## config.mk

```make
export PLATFORM = sky130hd
export DESIGN_NAME = hazard_unit
export DESIGN_NICKNAME = d
export VERILOG_FILES = /design/src/rtl/hazard_unit.sv
export SDC_FILE = /design/constraint.sdc
export NUM_CORES = 1
export LEC_CHECK = 0
export ABC_AREA = 1
export CELL_PAD_IN_SITES_DETAIL_PLACEMENT = 1
export CELL_PAD_IN_SITES_GLOBAL_PLACEMENT = 2
export CORE_UTILIZATION = 10
export CTS_CLUSTER_DIAMETER = 120
export DETAILED_ROUTE_END_ITERATION = 8
export PLACE_DENSITY = 0.76
export SLEW_MARGIN = 5
export SYNTH_ARGS = -nofsm -noshare
export SYNTH_HDL_FRONTEND = slang
export SYNTH_SLANG_ARGS = --single-unit
```

## constraint.sdc

```tcl
create_clock -name i_clk -period 1.2 [get_ports i_clk]
set_input_delay 0.12 -clock i_clk [delete_from_list [all_inputs] [get_ports i_clk]]
set_output_delay 0.12 -clock i_clk [all_outputs]
set_load 0.01 [all_outputs]
```

## src/rtl/hazard_unit.sv

```systemverilog
// Pipeline hazard controller: load-use, taken-branch and memory-wait stall/flush sequencing.
// Optional perf counters are enabled with `define HAZARD_PERF_CNT_EN.
`ifndef XLEN
`define XLEN 32
`endif
`ifndef LOAD
`define LOAD 7'b0000011
`endif

module hazard_unit #(
  parameter int XLEN              = `XLEN,
  parameter int LOAD_STALL_CYCLES = 1,
  parameter int FLUSH_CYCLES      = 1,
  parameter int FLUSH_STAGES      = 2
) (
  input  logic                    i_clk,
  input  logic                    i_rst,
  input  logic [XLEN-1:0]         i_if_id_instr,
  input  logic [XLEN-1:0]         i_id_ex_instr,
  input  logic                    i_taken_branch,
  input  logic                    i_mem_busy,
  output logic [4:0]              o_halt,
  output logic                    o_bubble_ex,
  output logic [FLUSH_STAGES-1:0] o_flush,
  output logic                    o_busy,
  output logic [31:0]             o_stall_count,
  output logic [15:0]             o_flush_count
);

  generate
    if (LOAD_STALL_CYCLES < 1 || LOAD_STALL_CYCLES > 15) begin : g_bad_lsc
      $error("hazard_unit: LOAD_STALL_CYCLES must be 1..15");
    end
    if (FLUSH_CYCLES < 1 || FLUSH_CYCLES > 15) begin : g_bad_fc
      $error("hazard_unit: FLUSH_CYCLES must be 1..15");
    end
    if (FLUSH_STAGES < 1) begin : g_bad_fs
      $error("hazard_unit: FLUSH_STAGES must be at least 1");
    end
    if (XLEN < 32) begin : g_bad_xlen
      $error("hazard_unit: XLEN must be at least 32");
    end
  endgenerate

  localparam logic [6:0] OPC_LOAD   = `LOAD;
  localparam logic [6:0] OPC_STORE  = 7'b0100011;
  localparam logic [6:0] OPC_BRANCH = 7'b1100011;
  localparam logic [6:0] OPC_OP     = 7'b0110011;
  localparam logic [6:0] OPC_LUI    = 7'b0110111;
  localparam logic [6:0] OPC_AUIPC  = 7'b0010111;
  localparam logic [6:0] OPC_JAL    = 7'b1101111;

  localparam logic [3:0] LSC_INIT = 4'(LOAD_STALL_CYCLES - 1);
  localparam logic [3:0] FC_INIT  = 4'(FLUSH_CYCLES - 1);

  typedef enum logic [1:0] {
    S_IDLE,
    S_LOAD_STALL,
    S_FLUSH,
    S_MEM_WAIT
  } state_t;

  state_t     r_state, w_state_nxt;
  logic [3:0] r_cnt, w_cnt_nxt;

  // Load-use detection on the decode/execute instruction pair
  logic [6:0] w_id_op;
  logic [4:0] w_rd;
  logic       w_use_rs1, w_use_rs2, w_lu;
  logic       w_unused;

  assign w_id_op   = i_if_id_instr[6:0];
  assign w_rd      = i_id_ex_instr[11:7];
  assign w_use_rs1 = !(w_id_op == OPC_LUI || w_id_op == OPC_AUIPC || w_id_op == OPC_JAL);
  assign w_use_rs2 = (w_id_op == OPC_OP) || (w_id_op == OPC_STORE) || (w_id_op == OPC_BRANCH);
  assign w_lu      = (i_id_ex_instr[6:0] == OPC_LOAD) && (w_rd != 5'd0) &&
                     ((w_use_rs1 && i_if_id_instr[19:15] == w_rd) ||
                      (w_use_rs2 && i_if_id_instr[24:20] == w_rd));
  assign w_unused  = ^{i_if_id_instr[XLEN-1:25], i_if_id_instr[14:7], i_id_ex_instr[XLEN-1:12]};

  always_ff @(posedge i_clk or negedge i_rst) begin
    if (!i_rst) begin
      r_state <= S_IDLE;
      r_cnt   <= 4'd0;
    end else begin
      r_state <= w_state_nxt;
      r_cnt   <= w_cnt_nxt;
    end
  end

  // Events preempt in fixed priority; FLUSH ignores load-use since those instrs are squashed
  always_comb begin
    w_state_nxt = r_state;
    w_cnt_nxt   = r_cnt;
    if (i_mem_busy) begin
      w_state_nxt = S_MEM_WAIT;
    end else if (i_taken_branch) begin
      w_state_nxt = S_FLUSH;
      w_cnt_nxt   = FC_INIT;
    end else if (w_lu && (r_state == S_IDLE || r_state == S_LOAD_STALL)) begin
      w_state_nxt = S_LOAD_STALL;
      w_cnt_nxt   = LSC_INIT;
    end else begin
      case (r_state)
        S_LOAD_STALL, S_FLUSH: begin
          if (r_cnt == 4'd0) w_state_nxt = S_IDLE;
          else               w_cnt_nxt   = r_cnt - 4'd1;
        end
        S_MEM_WAIT: w_state_nxt = S_IDLE;
        default:    w_state_nxt = S_IDLE;
      endcase
    end
  end

  always_comb begin
    o_halt      = 5'b00000;
    o_bubble_ex = 1'b0;
    o_flush     = '0;
    case (r_state)
      S_LOAD_STALL: begin
        o_halt      = 5'b11000;
        o_bubble_ex = 1'b1;
      end
      S_FLUSH:    o_flush = '1;
      S_MEM_WAIT: o_halt  = 5'b11110;
      default:    ;
    endcase
  end

  assign o_busy = (r_state != S_IDLE);

`ifdef HAZARD_PERF_CNT_EN
  logic [31:0] r_stall_count;
  logic [15:0] r_flush_count;
  logic        w_flush_evt;

  // A branch while already flushing restarts the count and counts as a new flush
  assign w_flush_evt = i_taken_branch && !i_mem_busy;

  always_ff @(posedge i_clk or negedge i_rst) begin
    if (!i_rst) begin
      r_stall_count <= 32'd0;
      r_flush_count <= 16'd0;
    end else begin
      if (o_halt != 5'b00000 && r_stall_count != 32'hFFFF_FFFF)
        r_stall_count <= r_stall_count + 32'd1;
      if (w_flush_evt && r_flush_count != 16'hFFFF)
        r_flush_count <= r_flush_count + 16'd1;
    end
  end

  assign o_stall_count = r_stall_count;
  assign o_flush_count = r_flush_count;
`else
  assign o_stall_count = 32'd0;
  assign o_flush_count = 16'd0;
`endif

endmodule
```

==> results.tsv, run 1 <==
metric	value	unit
finalCritPeriodShare	1.183	
rows	37	
place_inst	335	
violations	negative setup slack	
m1WireLength	1.032	mm
hold_slack	0.1333	ns
clockBufferDepth	2	
pin_count	125	
fin_ws	-0.2195	ns
syn_area	1072	µm²
yosysWarnings	0	
initial_core_util	0.1034	
drtAntennaViolNets	0	
cts_root_buf	clkbuf_8	
cap_violations	0	
synthCells	157	
p_sw	0.2985	mW
grt_pass1_vias	957	
stdcell_count	344	
coreArea	10370	µm²
clk_pin_slew_worst_paths	0.04	ns
slew_violations	0	
pwr-share-comb	0.415	
num_vias	959	
synth-seq-cells	6	
dieArea	11140	µm²
setup_viol	12	
grt_max_degree	8	
wl_per_cell	7.698	µm
max_freq	704.5	MHz
cp_max_fo	4	
crit_path_start_kind	flop	
n_antenna_cell	0	
seq_power_share	0.234	
postPlaceCellArea	1511	µm²
wl_met3	217	µm
hp-class	in2async	
cp-end-kind	flop	
first_pass_iters	3	
htree_num_levels	1	
synth.avg_cell_area	6.830	µm²
drt_iter0_markers	1	
crit_type	reg2reg	
crit_required	1.36	ns
cts_hold_buf	0	
finalHoldViolCount	0	
dieHeight	105.6	µm
routed.top_layer	met4	
rsz0062_at_grt	yes	
clk_latency	0.23	ns
grtUsageTotal	0.04650	
wl	2.648	mm
overflow	0	
irDropWorstVdd	214.8	µV
post-place-ws	-0.4704	ns
numCtsBuffers	3	
period_minus_slack	1.420	ns
post-dp-hpwl	2.279	mm
drc_errors	0	
met2_length	1.354	mm
die_x	105.6	µm
vias_per_cell	2.788	
final_nets	284	
place_congestion	0.6935	
cts_tree	done	
status	complete, but fails checks	
power.density	537.7	nW/µm²
p_sw_frac	0.3314	
design_area	1675	µm²
seq_area_frac_synth	0.1400	
netlist-cell-type-count	21	
p_clk_frac	0.350	
p_int	0.6024	mW
fin_skew	0.0006428	ns
grt_pass1_wl	4.174	mm
port_buffers	40	
area_delta_synth_final	56.24	%
clock_sinks	6	
antenna_found_initial	0	
leakage	0.8654	nW
final_layout_size_suffix_gt1_frac	0.2452	
cp.arrival	1.58	ns
p_total	0.9009	mW
[logic make-up (layout without fill, tap and decap cells)]
logic type | Yosys count | count (layout) | synth area share
AOI/OAI and AO/OA | 4 | 4 | 0.02567
xor gates and xnor gates | 9 | 9 | 0.07351
adders and majority gates | 6 | 6 | 0.07001
buffers and inverters | 71 | 74 | 0.4329
DFF | 6 | 6 | 0.1400
other | 1 | 49 | 0.003497
and+or+nand+nor | 60 | 60 | 0.2544
[repair_timing]
| action | 4_1_cts | 5_1_grt |
|---|---|---|
| setup endpoints to repair | 14 | 14 |
| pin swaps | 10 | 9 |
| resized for setup | 36 | 24 |
| buffers inserted | 3 | 3 |
[synthesized netlist by cell type]
library cell	number	area [µm²]
a21oi_2	1	8.760
buf_4	52	390.4
conb_1	1	3.750
dfrtp_1	6	150.1
ha_1	6	75.07
inv_1	16	60.06
inv_2	2	7.510
inv_4	1	6.260
nand2_1	32	120.1
nand2_2	5	31.28
nand3_1	4	20.02
nand3_2	1	10.01
nand4_1	5	31.28
nor2_1	10	37.54
nor3_2	1	10.01
nor4_1	1	6.260
o2111ai_1	1	8.760
o21ai_1	2	10.01
or2_1	1	6.260
xnor2_1	5	43.79
xor2_1	4	35.03
[stage by stage]
step,util,TNS [ns]
2_1_floorplan,-,-0.5877
3_3_place_gp,0.1458,-3.673
3_5_place_dp,0.1458,-4.013
4_1_cts,0.1514,-1.729
5_1_grt,0.1616,-2.857
6_report,0.1616,-2.002
[worst max-delay path, stage by stage (launching register included)]
cell	delay (ns)
dfrtp_1	0.42
inv_2	0.08
ha_4	0.17
o2111ai_4	0.19
nor2_4	0.08
a21oi_2	0.22
nand4_1	0.12
nand2_1	0.08
[flip-flops by register name, indices dropped and copies added (netlist names)]
name	cells
r_cnt	4
r_state	2
[final cells by class]
cell class	instances	area (µm²)
Timing Repair Buffer	52	500.5
Sequential cell	6	150.1
Fill cell	1286	8695
Clock buffer	3	41.29
Multi-Input combinational cell	128	739.5
Inverter	19	73.82
Tap cell	136	170.2
[path summary, 6_finish.rpt]
kind,start,to,slack (ns),depth (start not counted)
worst max-delay path,r_state[0]$_DFFE_PN0P_,r_cnt[1]$_DFFE_PN0P_,-0.22,7
worst min-delay path,i_rst,r_cnt[2]$_DFFE_PN0P_,0.13,1
worst max register to register,r_state[0]$_DFFE_PN0P_,r_cnt[1]$_DFFE_PN0P_,-0.22,7
worst min register to register,r_cnt[1]$_DFFE_PN0P_,r_cnt[1]$_DFFE_PN0P_,0.53,2
max in group asynchronous,i_rst,r_cnt[3]$_DFFE_PN0P_,0.85,1
min in group i_clk,i_id_ex_instr[11],r_state[1]$_DFFE_PN0P_,0.51,6
[power groups by stage]
stage | clock, mW | combinational, mW | sequential (mW)
2_1_floorplan | 0 | 0.294 | 0.214
3_3_place_gp | 0 | 0.349 | 0.214
3_5_place_dp | 0 | 0.351 | 0.214
4_1_cts | 0.330 | 0.356 | 0.211
5_1_grt | 0.335 | 0.413 | 0.212
6_report | 0.316 | 0.374 | 0.211
[layout by cell type, fill, tap and decap left out, types with 4 or more instances in the layout]
cell,synthesis,final
buf_4,52,10
conb_1,1,49
xnor2_1,5,5
xor2_1,4,4
nor2_1,10,8
dlymetal6s2s_1,0,7
inv_2,2,7
clkdlybuf4s50_1,0,25
buf_6,0,6
inv_1,16,11
nand2_1,32,32
dfrtp_1,6,6
nand4_1,5,5
[per-layer routing]
| layer | vias up | track usage |
|---|---|---|
| met3 | 4 | 0.009276 |
| met5 | - | 0 |
| met1 | 422 | 0.04978 |
| li1 | 479 | - |
| met2 | 54 | 0.08741 |
| met4 | 0 | 0.02083 |
Power figures use the tool's default switching activity.
==> run 2: changes to the inputs <==
--- a/config.mk
+++ b/config.mk
@@ -11,6 +11,7 @@
 export CORE_UTILIZATION = 10
 export CTS_CLUSTER_DIAMETER = 120
 export DETAILED_ROUTE_END_ITERATION = 8
+export MAX_ROUTING_LAYER = met4
 export PLACE_DENSITY = 0.76
 export SLEW_MARGIN = 5
 export SYNTH_ARGS = -nofsm -noshare
==> results of run 2 <==
The final DEF is identical to that of run 1; final timing and power are the same.
Main changes from that run: final weighted congestion in routability-driven placement 0.6935 -> 0.7009; via count of the first global-routing pass 957 -> 956; overall routing resource usage 0.04650 -> 0.04781
==> run 3: changes to the inputs <==
--- a/config.mk
+++ b/config.mk
@@ -13,7 +13,7 @@
 export DETAILED_ROUTE_END_ITERATION = 8
 export MAX_ROUTING_LAYER = met4
 export PLACE_DENSITY = 0.76
-export SLEW_MARGIN = 5
+export SLEW_MARGIN = 25
 export SYNTH_ARGS = -nofsm -noshare
 export SYNTH_HDL_FRONTEND = slang
 export SYNTH_SLANG_ARGS = --single-unit
==> results of run 3 <==
The final DEF is identical to that of run 1; final timing and power are the same.
Main changes from that run: final weighted congestion in routability-driven placement 0.6935 -> 0.7009; via count of the first global-routing pass 957 -> 956; overall routing resource usage 0.04650 -> 0.04781
